$ cat config.mk
export PLATFORM = sky130hd
export DESIGN_NAME = svreal_to_fp32_mod_flat
export DESIGN_NICKNAME = d
export VERILOG_FILES = /design/src/rtl/svreal_fp_pkg.sv /design/src/rtl/svreal.sv /design/src/rtl/svreal_fp32_pack_mod.sv /design/src/rtl/svreal_to_fp32_mod.sv /design/src/flat_wrapper.sv
export SDC_FILE = /design/constraint.sdc
export NUM_CORES = 1
export LEC_CHECK = 0
export BUFFER_PORTS_ARGS = -buffer_cell sky130_fd_sc_hd__buf_2
export CAP_MARGIN = 25
export CORE_UTILIZATION = 50
export CTS_BUF_LIST = sky130_fd_sc_hd__clkbuf_4
export CTS_CLUSTER_SIZE = 8
export DETAILED_ROUTE_END_ITERATION = 7
export GPL_TIMING_DRIVEN = 1
export PLACE_DENSITY = 0.7
export SLEW_MARGIN = 0
export SYNTH_ARGS = -nofsm -noshare
export SYNTH_HDL_FRONTEND = slang
export SYNTH_SLANG_ARGS = --single-unit
$ cat constraint.sdc
create_clock -name clk -period 6.2 [get_ports clk]
set_input_delay 0.62 -clock clk [delete_from_list [all_inputs] [get_ports clk]]
set_output_delay 0.62 -clock clk [all_outputs]
set_load 0.02 [all_outputs]
$ cat src/rtl/svreal_fp_pkg.sv
// rtl/svreal_fp_pkg.sv - shared FP32 constants, FSM state type and shift-count type for svreal_to_fp32_mod
package svreal_fp_pkg;

  localparam int FP32_BIAS    = 127;
  localparam int FP32_FRAC_W  = 23;
  localparam int FP32_EXP_MAX = 255;

  // Widest svreal mantissa the converter accepts; sizes the shift tally.
  localparam int SVREAL_MAX_W = 64;
  localparam int SHCNT_W      = $clog2(SVREAL_MAX_W + 1);

  typedef logic [SHCNT_W-1:0] svreal_shcnt_t;

  typedef enum logic [1:0] {
    ST_IDLE,
    ST_NORM,
    ST_PACK,
    ST_DONE
  } svreal_fp32_state_t;

endpackage

$ cat src/rtl/svreal.sv
// rtl/svreal.sv - svreal number bundle: signed mantissa plus runtime exponent
interface svreal #(
  parameter int W = 16
) ();

  logic [W-1:0] value;
  logic [31:0]  exponent;

  modport in  (input  value, input  exponent);
  modport out (output value, output exponent);

endinterface

$ cat src/rtl/svreal_fp32_pack_mod.sv
// rtl/svreal_fp32_pack_mod.sv - combinational FP32 packer; SVREAL_TO_FP32_RNE_EN selects round-nearest-even over truncation
module svreal_fp32_pack_mod
  import svreal_fp_pkg::*;
#(
  parameter int W = 16
) (
  input  logic                s,
  input  logic [W-1:0]        m,
  input  logic signed [39:0]  e,
  output logic [31:0]         out_bits,
  output logic                ovf,
  output logic                unf
);

  localparam logic signed [39:0] BIAS_C    = 40'(FP32_BIAS);
  localparam logic signed [39:0] EXP_MAX_C = 40'(FP32_EXP_MAX);

  logic [22:0]        frac_raw;
  logic               carry;
  logic signed [39:0] b;

  generate
    if (W - 1 <= FP32_FRAC_W) begin : g_pad
      // Narrow mantissas fit entirely; left-align and pad with zeros.
      assign frac_raw = 23'(m[W-2:0]) << (FP32_FRAC_W - (W - 1));
      assign carry    = 1'b0;
    end else begin : g_reduce
      logic [22:0] top;
      assign top = m[W-2 -: 23];
`ifdef SVREAL_TO_FP32_RNE_EN
      logic [W-25:0] low;
      logic [W-25:0] low_sh;
      logic          guard;
      logic          rest;
      logic          up;
      logic [23:0]   sum;
      assign low    = m[W-25:0];
      assign low_sh = low << 1;
      assign guard  = low[W-25];
      assign rest   = |low_sh;
      // Round up above half, or at exactly half when the kept LSB is odd.
      assign up       = guard & (rest | top[0]);
      assign sum      = {1'b0, top} + {23'b0, up};
      assign frac_raw = sum[22:0];
      assign carry    = sum[23];
`else
      logic unused_low;
      assign unused_low = ^m[W-25:0];
      assign frac_raw   = top;
      assign carry      = 1'b0;
`endif
    end
  endgenerate

  assign b = e + BIAS_C + $signed({39'b0, carry});

  // Select zero, saturated infinity, flushed zero or the normal encoding.
  always_comb begin
    out_bits = 32'h0;
    ovf      = 1'b0;
    unf      = 1'b0;
    if (!m[W-1]) begin
      out_bits = 32'h0;
    end else if (b >= EXP_MAX_C) begin
      out_bits = {s, 8'hFF, 23'h0};
      ovf      = 1'b1;
    end else if (b <= 40'sd0) begin
      out_bits = {s, 31'h0};
      unf      = 1'b1;
    end else begin
      out_bits = {s, b[7:0], frac_raw};
    end
  end

endmodule

$ cat src/rtl/svreal_to_fp32_mod.sv
// rtl/svreal_to_fp32_mod.sv - multi-cycle svreal to IEEE-754 binary32 converter; rounding mode set by SVREAL_TO_FP32_RNE_EN
module svreal_to_fp32_mod
  import svreal_fp_pkg::*;
#(
  parameter int STEP = 4
) (
  input  logic        clk,
  input  logic        rst,
  svreal.in           a,
  input  logic        in_valid,
  output logic        in_ready,
  output logic        out_valid,
  input  logic        out_ready,
  output logic [31:0] out_bits,
  output logic        ovf,
  output logic        unf
);

  localparam int W = $bits(a.value);
  localparam svreal_shcnt_t      STEP_C = svreal_shcnt_t'(STEP);
  localparam logic signed [39:0] WM1_C  = 40'(W - 1);

  generate
    if (W < 2 || W > SVREAL_MAX_W || STEP < 1 || STEP > W) begin : g_bad_cfg
      $fatal(1, "svreal_to_fp32_mod: unsupported W or STEP");
    end
  endgenerate

  svreal_fp32_state_t state_q, state_d;

  logic [W-1:0]       m_q;
  logic               s_q;
  logic signed [39:0] x_q;
  svreal_shcnt_t      lz_q;

  logic [W-1:0]       mag_c;
  svreal_shcnt_t      lz_c;
  svreal_shcnt_t      k_c;
  logic [W-1:0]       m_sh;
  logic signed [39:0] e_c;

  logic [31:0]        pk_bits;
  logic               pk_ovf;
  logic               pk_unf;

  // Two's-complement magnitude; the most negative value maps to 2^(W-1).
  assign mag_c = a.value[W-1] ? (~a.value + {{(W-1){1'b0}}, 1'b1}) : a.value;

  // Leading-zero count of the working mantissa and the bounded shift for this cycle.
  always_comb begin
    lz_c = svreal_shcnt_t'(W);
    for (int i = 0; i < W; i++) begin
      if (m_q[i]) lz_c = svreal_shcnt_t'(W - 1 - i);
    end
    k_c  = (lz_c < STEP_C) ? lz_c : STEP_C;
    m_sh = m_q << k_c;
  end

  assign e_c = x_q + WM1_C - $signed({{(40 - SHCNT_W){1'b0}}, lz_q});

  svreal_fp32_pack_mod #(.W(W)) u_pack (
    .s        (s_q),
    .m        (m_q),
    .e        (e_c),
    .out_bits (pk_bits),
    .ovf      (pk_ovf),
    .unf      (pk_unf)
  );

  assign in_ready  = (state_q == ST_IDLE) && !rst;
  assign out_valid = (state_q == ST_DONE);

  // State register.
  always_ff @(posedge clk) begin
    if (rst) state_q <= ST_IDLE;
    else     state_q <= state_d;
  end

  // Next-state logic: skip NORM for zero or already-normalized inputs.
  always_comb begin
    state_d = state_q;
    case (state_q)
      ST_IDLE: if (in_valid) state_d = ((mag_c == '0) || mag_c[W-1]) ? ST_PACK : ST_NORM;
      ST_NORM: if (m_sh[W-1]) state_d = ST_PACK;
      ST_PACK: state_d = ST_DONE;
      ST_DONE: if (out_ready) state_d = ST_IDLE;
      default: state_d = ST_IDLE;
    endcase
  end

  // Capture operands, normalize step by step, then register the packed result.
  always_ff @(posedge clk) begin
    if (rst) begin
      m_q      <= '0;
      s_q      <= 1'b0;
      x_q      <= '0;
      lz_q     <= '0;
      out_bits <= 32'h0;
      ovf      <= 1'b0;
      unf      <= 1'b0;
    end else begin
      case (state_q)
        ST_IDLE: begin
          if (in_valid) begin
            s_q  <= a.value[W-1];
            m_q  <= mag_c;
            x_q  <= {{8{a.exponent[31]}}, a.exponent};
            lz_q <= '0;
          end
        end
        ST_NORM: begin
          m_q  <= m_sh;
          lz_q <= lz_q + k_c;
        end
        ST_PACK: begin
          out_bits <= pk_bits;
          ovf      <= pk_ovf;
          unf      <= pk_unf;
        end
        default: ;
      endcase
    end
  end

endmodule
$ cat src/flat_wrapper.sv
// flat-port wrapper written by rule: the top's interface ports become plain ports
module svreal_to_fp32_mod_flat import svreal_fp_pkg::*;
#(
  parameter int STEP = 4
)
  (clk, rst, in_valid, in_ready, out_valid, out_ready, out_bits, ovf, unf, a_value, a_exponent);
  svreal a_i ();
  input  logic clk;
  input  logic rst;
  input  logic in_valid;
  output logic in_ready;
  output logic out_valid;
  input  logic out_ready;
  output logic [31:0] out_bits;
  output logic ovf;
  output logic unf;
  input wire logic [$bits(a_i.value)-1:0] a_value;
  input wire logic [$bits(a_i.exponent)-1:0] a_exponent;
  assign a_i.value = a_value;
  assign a_i.exponent = a_exponent;
  svreal_to_fp32_mod #(.STEP(STEP)) u_core (.clk(clk), .rst(rst), .a(a_i), .in_valid(in_valid), .in_ready(in_ready), .out_valid(out_valid), .out_ready(out_ready), .out_bits(out_bits), .ovf(ovf), .unf(unf));
endmodule
==> results.toml, run 1 <==
[clock_network]
numCtsBuffers = 9
post_cts_resized = 0
cts.path.max_buffers = 2
cts.sinks = 84
htreeDepth = 3
ctsHoldBuffers = 0
post-cts-setup-buffers = 0
cts_root_buf = "clkbuf_4"
clk_latency_ps = 470
clk_pin_slew_worst_paths_ps = 150
cts_tree = "yes"

[sta]
finalCritPeriodShare_pct = 90.57
period_needed_ps = 5616
drv_slew = 0
tns_ps = 0
setup_viol = 0
clock.fmax_ghz = 0.1781
grt_setup_unrepaired = "no"
skew_ps = 13.14
tightest_slew_ps = 957.5
hold_violations = 0
slew_headroom_pct = 35.58
whs_ps = 364.2

[cells_and_area]
final_cell_mix = "nand2_1 (160), a21oi_1 (110), dfxtp_1 (84)"
syn2layout_area_growth_pct = 8.783
layout_commonest_cell = "nand2_1"
n_antenna_cell = 0
design_area_um2 = 7671
fillers = 1364
drive_above_1_share_pct = 12.24
fin_nets = 1137
postLayoutCoreUtil_pct = 55.48

[setup_path]
r2r_start = "u_core.x_q[0]"
cp.required_ps = 6600
startpoint_type = "flip-flop"
startpoint = "u_core.x_q[0]"
arrival_ps = 6020
crit_path_end_kind = "flip-flop"
crit_fanout = 15
path_class = "flip-flop to flip-flop"

[detailed_routing]
drt-pass1-iter-count = 4
drt-total-wl_um = 18340
antenna_left = 0
dr_total_vias = 7005
wl_per_cell_um = 15.06
drt-initial-drc-count = 405
vias_per_cell = 5.751
drc = 0

[grt]
antenna_found_initial = 0
overflow = 0
grt_pass1_vias = 6235
grt_pass1_wl_um = 30060
groute.usage.overall_pct = 25.46
grt_max_degree = 69

[min_path]
worstHoldStart = "a_exponent[20]"
hold_class = "input port to flip-flop"

[synthesis]
synth-edff-count = 0
synth-main-ff-cell = "dfxtp_1"
netlist_area_um2 = 7052
seq_area_frac_synth_pct = 23.85
yosys_warnings = 0
ys_ff_latch = 84
synth.avg_cell_area_um2 = 7.196
netlist_instances = 980
async_flop_share_pct = 0
synthDistinctLibCells = 71

[placement]
gp_congestion = 0.9025
port_buffers = 79
hpwl_um = 14220
dpl_cell_area_um2 = 7530

[floorplanning]
rows = 43
core-area_um2 = 13830
die-area_um2 = 14580
start_util_pct = 51.00
ios = 88
fp.dieW_um = 120.8
die_y_um = 120.8

[power_and_ir_drop]
ir_drop_mv = 0.3264
total_power_uw = 3601
power_density_nw_per_um2 = 469.4
leakagePower_uw = 0.003214

[status]
status = "complete, no violations"

[run]
cap_violations = 0
## path summary, 6_finish.rpt
kind                               to  cells after the start  slack [ps]
setup / recovery  u_core.out_bits[12]                     20         580
hold / removal         u_core.x_q[20]                      3         360
setup reg to reg  u_core.out_bits[12]                     20         580
hold reg to reg   u_core.out_bits[13]                      2         460
## power by group
| part | total, uW | switching, uW | leakage, uW | internal (uW) |
|---|---|---|---|---|
| Clock | 340 | 215 | 0.0000666 | 124 |
| Sequential | 769 | 127 | 0.000685 | 642 |
| Combinational | 2490 | 1550 | 0.00246 | 941 |
## logic make-up (layout without fill, tap and decap cells)
logic type,Yosys count,after routing,share of synthesized area [%]
xor gates and xnor gates,59,59,7.328
other,1,10,0.05318
and+or+nand+nor,352,352,23.44
buffers and inverters,117,166,6.760
DFF,84,84,23.85
AOI/OAI and AO/OA,301,301,27.13
adders and majority gates,52,52,9.439
muxes,14,14,2.005
## critical path, stage by stage, from the launching register on
cell and delay, ps:
dfxtp_1 400, inv_1 80, ha_1 220, nor3b_1 200
nor3_1 430, nand2_1 130, or2_2 350, nor3_1 370
nand3_1 160, xnor2_1 220, inv_1 70, ha_1 390
a21o_1 230, a31oi_1 290, o21ai_0 150, a221oi_1 360
o2111ai_1 150, a2111oi_0 280, nand4_1 230, or4_4 680
o21ai_1 150
## Yosys cell counts, types with 3 or more instances
master	number	share of area [%]
a2111oi_0	4	0.50
a211oi_1	8	0.85
a21o_1	16	1.7
a21oi_1	110	7.8
a221oi_1	3	0.37
a22oi_1	11	1.2
a311oi_1	7	0.87
a31oi_1	7	0.62
and2_1	5	0.44
and3_1	9	0.80
and4_1	4	0.50
buf_4	8	0.85
clkbuf_1	43	2.3
dfxtp_1	84	24
ha_1	50	8.9
inv_1	62	3.3
mux2i_1	13	1.8
nand2_1	160	8.5
nand2b_1	11	0.98
nand3_1	23	1.6
nand4_1	19	1.7
nor2_1	67	3.6
nor2b_1	3	0.27
nor3_1	20	1.4
nor4_1	8	0.71
o2111ai_1	5	0.62
o211ai_1	17	1.8
o21a_1	11	1.2
o21ai_0	50	3.5
o21ai_1	7	0.50
o21ai_2	10	1.2
o22ai_1	4	0.35
o31ai_1	6	0.64
o41ai_1	5	0.62
or2_2	3	0.27
or3_1	5	0.44
or4_4	3	0.48
xnor2_1	30	3.7
xor2_1	29	3.6
## registers in the layout (all words and copies together), names as in the netlist
name	flops
u_core.x_q	32
u_core.m_q	16
u_core.s_q	1
u_core.ovf	1
u_core.lz_q	7
u_core.out_bits	24
u_core.unf	1
u_core.state_q	2
## metrics by stage
stage / setup WS [ps] / instances
global placement: 828.4 / 1202
detailed placement: 674.9 / 1202
floorplan: 1203 / 989
CTS: 634.6 / 1218
global route: 10.80 / 1218
finish: 584.4 / 1218
## cell type report
type	instances	area, um2	share of cell area (%)
Clock buffer	9	67.56	0.8808
Inverter	63	236.5	3.083
Clock inverter	7	73.82	0.9623
Timing Repair Buffer	87	455.4	5.937
Sequential cell	84	1682	21.92
Tap cell	180	225.2	2.936
Multi-Input combinational cell	788	4931	64.28
## layer usage
layer | track usage (%) | share of wire, %
met1 | 33.72 | 47
met2 | 43.75 | 48
met3 | 1.934 | 3.7
met4 | 8.102 | 1.7
met5 | 0 | 0
(Power assumes the default switching activity.)
==> inputs of run 2 (changes only) <==
Settings changed: CELL_PAD_IN_SITES_DETAIL_PLACEMENT from default to 0, CELL_PAD_IN_SITES_GLOBAL_PLACEMENT from default to 2, CORE_UTILIZATION 50 to 35, PLACE_DENSITY 0.7 to default, PLACE_DENSITY_LB_ADDON from default to 0.1.
==> run 2 against run 1 <==
Clock power rose by 15%; sequential cell count did not move; sequential share of layout area shrank 0.48 points; clock skew grew 19 ps; final cell count increased by 7.6%; global-route usage down 4.2 points; first-iteration DRC count down 23%; largest power group unchanged.
==> results.toml, run 2 (synthesis results as in run 1) <==
[sta]
hold_violations = 0
tightest_slew_ps = 869.7
finalCritPeriodShare_pct = 88.21
tns_ps = 0
skew_ps = 32.20
slew_headroom_pct = 42.02
period_needed_ps = 5469
clock.fmax_ghz = 0.1829
drv_slew = 0
grt_setup_unrepaired = "no"
setup_viol = 0

[min_path]
hold_depth = 3
hold_class = "input port to flip-flop"

[grt]
grt_pass1_vias = 6604
overflow = 0
groute.usage.overall_pct = 21.28
antenna_found_initial = 1
grt_max_degree = 69
grt_pass1_wl_um = 34280

[placement]
gp_congestion = 0.8410
port_buffers = 79
hpwl_um = 16470
dpl_cell_area_um2 = 7670

[clock_network]
htreeDepth = 3
ctsHoldBuffers = 0
clk_pin_slew_worst_paths_ps = 170
cts.path.max_buffers = 2
clk_latency_ps = 480
cts_tree = "yes"
cts.sinks = 84
cts_root_buf = "clkbuf_4"
numCtsBuffers = 9

[status]
status = "complete, no violations"

[detailed_routing]
drt-initial-drc-count = 313
dr_total_vias = 6947
antenna_left = 0
drt-total-wl_um = 21310
vias_per_cell = 5.303
drt-pass1-iter-count = 4
wl_per_cell_um = 16.26
drc = 0

[setup_path]
arrival_ps = 5870
r2r_slack_ps = 730
startpoint_type = "flip-flop"
path_class = "flip-flop to flip-flop"
cp.required_ps = 6600
crit_fanout = 15
crit_path_end_kind = "flip-flop"
reg2reg_depth = 17

[cells_and_area]
final_cell_mix = "nand2_1 (160), a21oi_1 (110), dfxtp_1 (84)"
syn2layout_area_growth_pct = 11.23
regMostFlops = "u_core.x_q"
fillers = 2161
design_area_um2 = 7844
layout_commonest_cell = "nand2_1"
largest_register_ffs = 32
postLayoutCoreUtil_pct = 40.04
fin_nets = 1142
drive_above_1_share_pct = 12.66
largestRegisters = "u_core.x_q: 32 flops, u_core.out_bits: 24 flops, u_core.m_q: 16 flops"

[floorplanning]
core-area_um2 = 19590
ios = 88
die-area_um2 = 20720
rows = 51
fp.dieW_um = 143.9
start_util_pct = 36.00
die_y_um = 143.9

[power_and_ir_drop]
ir_drop_mv = 0.2333
power_density_nw_per_um2 = 474.3
leakagePower_uw = 0.003256

[run]
cap_violations = 0
## run 2: cell count changes in the layout (fill, tap and decap cells not counted)
cell        change
buf_4           +5
bufinv_16       +1
clkbuf_4        +1
clkinv_4        +2
clkinvlp_4      -2
diode_2         +2
inv_6           -2
nor3_1          -1
nor3_2          +1
o21ai_1         +1
o21ai_2         -1
## run 2: where the power goes
group | internal (uW) | switching [uW] | leakage (uW) | total (uW)
Combinational | 954 | 1600 | 0.00249 | 2550
Clock | 168 | 224 | 0.0000842 | 392
Sequential | 642 | 131 | 0.000685 | 773
Total | 1760 | 1960 | 0.00326 | 3720
## run 2: area by class of cell
cell class / instances / area, um2 / area share [%]
antenna: 2 / 5.005 / 0.06381
clock buffer: 10 / 75.07 / 0.9571
clock inverter: 6 / 88.84 / 1.133
inverter: 63 / 236.5 / 3.015
multi-input combinational: 788 / 4932 / 62.88
sequential: 84 / 1682 / 21.44
tap: 265 / 331.6 / 4.227
timing repair buffer: 92 / 493.0 / 6.285
## run 2: repair_timing
action	4_1_cts	5_1_grt
resized for setup	0	1
setup buffers	0	0
endpoints found under the setup margin	0	1
## run 2: through the flow
| stage | total power, uW | hold WS, ps | worst slack, ps | instances |
|---|---|---|---|---|
| after floorplan | 2679 | 436.5 | 1203 | 989 |
| after global placement | 3363 | 436.4 | 739.5 | 1292 |
| after detailed placement | 3331 | 437.1 | 644.4 | 1292 |
| after CTS | 3745 | 320.5 | 587.1 | 1308 |
| after global routing | 4086 | 332.5 | 62.09 | 1310 |
| final | 3720 | 352.2 | 731.2 | 1310 |
## run 2: final timing paths
path / from / to
setup / recovery: u_core.x_q[4] / u_core.out_bits[19]
hold reg to reg: u_core.out_bits[21] / u_core.out_bits[21]
hold / removal: a_exponent[7] / u_core.x_q[7]
setup reg to reg: u_core.x_q[4] / u_core.out_bits[19]
## run 2: worst max-delay path, stage by stage, from the launching register on
cell,delay (ps)
dfxtp_1,480
nand4_2,240
nor2_1,160
nand3_1,240
nor4_1,690
nand4_1,200
xnor2_1,240
inv_1,70
ha_1,420
a21oi_1,310
o21ai_0,200
a211oi_1,330
o211a_1,200
a221oi_1,80
xor2_1,160
or4_4,550
or4_4,670
o21ai_2,160
## run 2: layer usage
metal / part of all wire [%] / up-vias / track usage [%] / wire length, um
met2: 48 / 104 / 36.10 / 10170
met3: 2.6 / 20 / 2.666 / 544
li1: - / 3598 / - / -
met4: 1.5 / 0 / 5.823 / 324
met5: 0 / - / 0 / 0
met1: 48 / 3225 / 28.10 / 10270
